`src/rtl/uart_pkg.sv`:
```
// Shared UART definitions: FSM encoding, bit-time and frame-length helpers, parity.
// Both the receive deframer and the transmitter use these.
package uart_pkg;

  localparam logic [2:0] S_IDLE   = 3'd0;
  localparam logic [2:0] S_START  = 3'd1;
  localparam logic [2:0] S_DATA   = 3'd2;
  localparam logic [2:0] S_PARITY = 3'd3;
  localparam logic [2:0] S_STOP1  = 3'd4;
  localparam logic [2:0] S_STOP2  = 3'd5;
  localparam logic [2:0] S_BREAK  = 3'd6;

  typedef struct packed {
    logic [1:0] baud;
    logic [1:0] len;
    logic       par_en;
    logic       par_odd;
    logic       stop2;
  } uart_cfg_t;

  // 0: base, 1: x2, 2: x4, 3: /2 clocks per bit
  function automatic int unsigned bit_clks(input logic [1:0] baud_sel, input int unsigned base);
    case (baud_sel)
      2'd1:    return base << 1;
      2'd2:    return base << 2;
      2'd3:    return base >> 1;
      default: return base;
    endcase
  endfunction

  function automatic logic [3:0] data_bits(input logic [1:0] len_sel);
    return 4'd5 + {2'b00, len_sel};
  endfunction

  // Parity bit that makes the frame valid; unused data bits must be zero.
  function automatic logic parity_bit(input logic [7:0] d, input logic odd);
    return (^d) ^ odd;
  endfunction

endpackage

```
`src/rtl/uart_bit_timer.sv`:
```
// Loadable down-counter; tc_o is high while the count sits at zero.
module uart_bit_timer #(
  parameter int W = 7
) (
  input  logic         clk,
  input  logic         rst,
  input  logic         load_i,
  input  logic [W-1:0] load_val_i,
  output logic         tc_o
);
  logic [W-1:0] cnt_q;

  always_ff @(posedge clk or posedge rst) begin
    if (rst)                 cnt_q <= '0;
    else if (load_i)         cnt_q <= load_val_i;
    else if (cnt_q != '0)    cnt_q <= cnt_q - 1'b1;
  end

  assign tc_o = (cnt_q == '0);
endmodule

```
`src/rtl/uart_rx_deframer.sv`:
```
// UART receive deframer: mid-bit sampling of the synchronized Rx line into bytes plus
// parity/framing flags. Settings are captured at each start edge. SYNC_STAGES >= 2.
module uart_rx_deframer
  import uart_pkg::*;
#(
  parameter int BIT_CLKS_BASE = 32,
  parameter int SYNC_STAGES   = 2
) (
  input  logic       clk,
  input  logic       rst,
  input  logic       Rx,
  input  logic [1:0] baud_sel,
  input  logic [1:0] len_sel,
  input  logic       parity_en,
  input  logic       parity_odd,
  input  logic       stop2,
  output logic [7:0] rx_data,
  output logic [8:0] rx_frame,
  output logic       rx_valid,
  output logic       parity_err,
  output logic       frame_err,
  output logic       busy
);
  localparam int TW = $clog2(BIT_CLKS_BASE * 4);

  logic [SYNC_STAGES-1:0] sync_q;
  logic                   rxs, rxs_prev_q;

  logic [2:0]  state_q, state_d;
  uart_cfg_t   cfg_q, cfg_d;
  logic [3:0]  idx_q, idx_d;
  logic [7:0]  data_q, data_d;
  logic        par_q, par_d, perr_q, perr_d, ferr_q, ferr_d;
  logic        ld, tc, fin;
  logic [TW-1:0] ld_val, full_val, half_val;

  logic [7:0]  rx_data_q;
  logic [8:0]  rx_frame_q;
  logic        rx_valid_q, parity_err_q, frame_err_q;

  // Synchronizer idles high so reset release never looks like a start edge
  always_ff @(posedge clk or posedge rst) begin
    if (rst) begin
      sync_q     <= '1;
      rxs_prev_q <= 1'b1;
    end else begin
      sync_q     <= {sync_q[SYNC_STAGES-2:0], Rx};
      rxs_prev_q <= rxs;
    end
  end
  assign rxs = sync_q[SYNC_STAGES-1];

  assign full_val = TW'(bit_clks(cfg_q.baud, BIT_CLKS_BASE) - 1);
  assign half_val = TW'((bit_clks(baud_sel, BIT_CLKS_BASE) >> 1) - 1);

  uart_bit_timer #(.W(TW)) u_timer (
    .clk        (clk),
    .rst        (rst),
    .load_i     (ld),
    .load_val_i (ld_val),
    .tc_o       (tc)
  );

  always_comb begin
    state_d = state_q;
    cfg_d   = cfg_q;
    idx_d   = idx_q;
    data_d  = data_q;
    par_d   = par_q;
    perr_d  = perr_q;
    ferr_d  = ferr_q;
    ld      = 1'b0;
    ld_val  = full_val;
    fin     = 1'b0;
    case (state_q)
      S_IDLE: if (rxs_prev_q && !rxs) begin
        cfg_d   = {baud_sel, len_sel, parity_en, parity_odd, stop2};
        ld      = 1'b1;
        ld_val  = half_val;
        state_d = S_START;
      end
      S_START: if (tc) begin
        if (rxs) state_d = S_IDLE;
        else begin
          ld      = 1'b1;
          idx_d   = '0;
          data_d  = '0;
          par_d   = 1'b0;
          perr_d  = 1'b0;
          ferr_d  = 1'b0;
          state_d = S_DATA;
        end
      end
      S_DATA: if (tc) begin
        data_d[idx_q[2:0]] = rxs;
        idx_d = idx_q + 4'd1;
        ld    = 1'b1;
        if (idx_q == data_bits(cfg_q.len) - 4'd1)
          state_d = cfg_q.par_en ? S_PARITY : S_STOP1;
      end
      S_PARITY: if (tc) begin
        par_d   = rxs;
        perr_d  = parity_bit(data_q, cfg_q.par_odd) ^ rxs;
        ld      = 1'b1;
        state_d = S_STOP1;
      end
      S_STOP1: if (tc) begin
        ferr_d = ferr_q | !rxs;
        if (cfg_q.stop2 && rxs) begin
          ld      = 1'b1;
          state_d = S_STOP2;
        end else fin = 1'b1;
      end
      S_STOP2: if (tc) begin
        ferr_d = ferr_q | !rxs;
        fin    = 1'b1;
      end
      S_BREAK: if (rxs) state_d = S_IDLE;
      default: state_d = S_IDLE;
    endcase
    // Leave at mid-stop so a back-to-back start edge is still caught
    if (fin) state_d = ferr_d ? S_BREAK : S_IDLE;
  end

  always_ff @(posedge clk or posedge rst) begin
    if (rst) begin
      state_q <= S_IDLE;
      cfg_q   <= '0;
      idx_q   <= '0;
      data_q  <= '0;
      par_q   <= 1'b0;
      perr_q  <= 1'b0;
      ferr_q  <= 1'b0;
    end else begin
      state_q <= state_d;
      cfg_q   <= cfg_d;
      idx_q   <= idx_d;
      data_q  <= data_d;
      par_q   <= par_d;
      perr_q  <= perr_d;
      ferr_q  <= ferr_d;
    end
  end

  always_ff @(posedge clk or posedge rst) begin
    if (rst) begin
      rx_valid_q   <= 1'b0;
      rx_data_q    <= '0;
      rx_frame_q   <= '0;
      parity_err_q <= 1'b0;
      frame_err_q  <= 1'b0;
    end else begin
      rx_valid_q <= fin;
      if (fin) begin
        rx_data_q    <= data_q;
        rx_frame_q   <= {cfg_q.par_en & par_q, data_q};
        parity_err_q <= cfg_q.par_en & perr_q;
        frame_err_q  <= ferr_d;
      end
    end
  end

  assign rx_valid   = rx_valid_q;
  assign rx_data    = rx_data_q;
  assign rx_frame   = rx_frame_q;
  assign parity_err = parity_err_q;
  assign frame_err  = frame_err_q;
  assign busy       = (state_q != S_IDLE);
endmodule

```
`config.mk`:
```
export PLATFORM = sky130hd
export DESIGN_NAME = uart_rx_deframer
export DESIGN_NICKNAME = d
export VERILOG_FILES = /design/src/rtl/uart_pkg.sv /design/src/rtl/uart_bit_timer.sv /design/src/rtl/uart_rx_deframer.sv
export SDC_FILE = /design/constraint.sdc
export NUM_CORES = 1
export LEC_CHECK = 0
export BUFFER_PORTS_ARGS = -buffer_cell sky130_fd_sc_hd__buf_2
export CAP_MARGIN = 20
export CORE_MARGIN = 1
export CORE_UTILIZATION = 60
export CTS_BUF_LIST = sky130_fd_sc_hd__clkbuf_8
export DETAILED_ROUTE_END_ITERATION = 8
export GPL_TIMING_DRIVEN = 0
export HOLD_SLACK_MARGIN = 0.1
export PLACE_DENSITY = 0.82
export SYNTH_ARGS = -nofsm -noshare
export SYNTH_HDL_FRONTEND = slang
export SYNTH_HIERARCHICAL = 1
export SYNTH_SLANG_ARGS = --single-unit
```
`constraint.sdc`:
```
create_clock -name clk -period 2.85 [get_ports clk]
set_clock_uncertainty 0.2 [all_clocks]
set_input_delay 0.1425 -clock clk [delete_from_list [all_inputs] [get_ports clk]]
set_output_delay 0.1425 -clock clk [all_outputs]
set_load 0.01 [all_outputs]
```
==> out/qor.yml <==
grt_max_degree: 41
cts.root.buffer_cell: "clkbuf_8"
drive_gt1_frac: 0.2330
post-synth-top-area-fraction: 0.4291
cap_violations: 0
yosys_most_used_dff: "dfrtp_1"
status: "finished, final reports clean"
htreeDepth: 2
timing.hold.ws_ns: 0.1234
antenna_cells_inserted: 0
critPathLaunchType: "flip-flop"
standard_cell_core_area_mm2: 0.004058
ctsLongestPathBuffers: 2
worstSkewPairLatency_ns: 0.30
rsz0062_at_grt: "no"
ys_ff_latch: 47
viasPerCell: 5.610
multi_input_area_mm2: 0.001234
ports_placed_on_the_boundary: 31
grt_use_total: 0.2590
fin_nets: 325
cts-buffers-inserted: 5
chip_width_um: 67.40
synth.largest_area_cell: "dfrtp_1"
dp_hpwl_um: 3511
clk_transition_reported_paths_ns: 0.08
critical_path.top_delay_family: "simple AND/OR/NAND/NOR gates"
detailedRoute.firstIterationViolations: 121
timing.slew.headroom: 0.4567
r2r_slack_ns: 0.14
synthCells: 260
postSynthAreaPerCell_um2: 9.870
p_total_mw: 2.133
postCtsSetupRepairBufs: 0
layout.core_utilization: 0.7290
yosysSeqAreaShare: 0.4598
power.ir.vdd_worst_v: 0.0004491
worst_hold_path_type: "primary input to async pin"
cts_hold_buf: 9
min_period_over_period: 0.9507
die_area_mm2: 0.004543
route.vias.total: 2014
synthesis.yosys.warnings: 6
globalplace.congestion: 0.8183
gr-total-overflow: 0
required_ns: 2.82
yosys.cell_types.count: 54
crit_path_max_incr_delay_ns: 0.59
floorplan.rows: 23
syn-cell-area_mm2: 0.002566
worst_slew_pin_slew_ns: 0.8138
sequential_cell_area_mm2: 0.001180
post-synth-top-count-cell: "nand2_1"
areaGrowthSynthToFinish_pct: 15.26
synth-async-reset-ratio: 1.000
wl_um: 5112
setup_viol: 0
initial_antenna_violation_count: 0
synth_top_cells_by_count: "47 x nand2_1, 44 x dfrtp_1, 13 x o21ai_0, 13 x xnor2_1, 12 x inv_1"
io_buffers: 30
final.min_clock_period_ns: 2.710
post_cts_resize_count: 0
path_max_fanout: 10
fin_setup_tns_ns: 0
static-leakage-power_nw: 1.455
global_route_wire_length_before_repair_um: 8645
critical-path-slowest-cell: "or4_4"
initial_utilization: 0.6324
cts_num_sinks: 47
number_of_flops_mapped_to_enable_cells_by_yosys: 0
powerDensity_mw_per_mm2: 721.2
die_height_um: 67.40
worstSetupPathType: "flip-flop to flip-flop"
drc: 0
count_of_endpoints_failing_hold_in_the_final_timing_report: 0
critical_path_sink_type: "flip-flop"
postRouteAntennaNets: 0
synth.top_cells.by_area: "dfrtp_1 43%, nand2_1 6.9%, xnor2_1 4.4%"
grt_pass1_vias: 1926
firstDrtPassIters: 4
count_of_pins_over_their_slew_limit: 0
tritoncts: "built"
layout.filler_cells: 314
arrival_time_worst_endpoint_ns: 2.68
avgRoutedWirePerCell_um: 14.24
critPathBufInv: 0
timing.fmax_mhz: 369.1
cp_cell_sequence: "or4_4 -> nor2_4 -> nor2b_1 -> o21a_1 -> nand2_1 -> o311ai_0 -> o41ai_1"
## final timing paths
| kind | cells past startpoint | from | to |
|---|---|---|---|
| max | 7 | u_timer/cnt_q[4] | data_q[6] |
| max in group asynchronous | 3 | rst | data_q[1] |
| min in group clk | 0 | sync_q[0] | sync_q[1] |
| min | 3 | rst | u_timer/cnt_q[0] |
| max reg2reg | 7 | u_timer/cnt_q[4] | data_q[6] |
| min reg2reg | 0 | sync_q[0] | sync_q[1] |
## power breakdown
part	internal (mW)	leakage, nW	switching [mW]
sequential	0.809	0.613	0.157
combinational	0.360	0.792	0.424
clock	0.165	0.0505	0.218
total	1.34	1.46	0.798
## registers in the layout, summed over array words and instances, names as in the netlist, 2 cells and up
register / count
rx_frame: 2
rx_data: 7
cfg_q: 7
idx_q: 4
data_q: 8
sync_q: 2
state_q: 3
u_timer/cnt_q: 7
## per-stage QoR
| step | cell area [µm²] | std cells | setup slack, ns |
|---|---|---|---|
| 2_1_floorplan | 2574 | 262 | 0.4606 |
| 3_3_place_gp | 2786 | 342 | 0.2240 |
| 3_5_place_dp | 2786 | 342 | 0.2088 |
| 4_1_cts | 2958 | 359 | 0.1637 |
| 5_1_grt | 2958 | 359 | 0.01613 |
| 6_report | 2958 | 359 | 0.1404 |
## worst reg2reg max path: stages (launching register included)
cell and delay [ns]:
dfrtp_1 0.44, or4_4 0.59, nor2_4 0.26, nor2b_1 0.26, o21a_1 0.21, nand2_1 0.26, o311ai_0 0.22, o41ai_1 0.13
## cell usage in the layout, fill, tap and decap left out, drive strengths merged, types with 2 or more instances in the layout
cell type / instances
nand2b: 3
or4: 2
o21ai: 15
conb: 3
nand3b: 3
o21a: 2
o41ai: 2
clkbuf: 8
buf: 45
and2b: 3
nor3b: 4
o311ai: 2
nor3: 5
nand2: 47
mux2: 9
a21oi: 8
nand3: 9
ha: 7
a21o: 3
inv: 14
mux2i: 5
nor2b: 4
dlygate4sd3: 9
and2: 3
xnor2: 13
nor2: 8
o211ai: 2
dfrtp: 44
dfstp: 3
o31ai: 6
## logic make-up (layout without fill, tap and decap cells)
logic type                 count (synthesis)  in the layout  synth area share
adders and majority gates                  7              7           0.03413
buffers and inverters                     30             77           0.06240
and+or+nand+nor                           97             97            0.1980
other                                      1              3          0.001461
AOI/OAI and AO/OA                         51             51            0.1409
xor gates and xnor gates                  13             13           0.04437
DFF                                       47             47            0.4598
muxes                                     14             14           0.05900
## layout make-up
cell class	count	area share
Buffer	18	0.03892
Clock buffer	5	0.02327
Clock inverter	3	0.004230
Inverter	12	0.01523
Multi-Input combinational cell	185	0.4171
Sequential cell	47	0.3989
Tap cell	50	0.02115
Timing Repair Buffer	39	0.08122
## layer usage
layer | vias to the layer above | track usage | part of all wire
met5 | - | 0 | 0
met4 | 0 | 0.09574 | 0.013
met3 | 5 | 0.06250 | 0.041
met2 | 44 | 0.4163 | 0.48
met1 | 971 | 0.3380 | 0.46
li1 | 994 | - | -
Power figures use the tool's default switching activity.
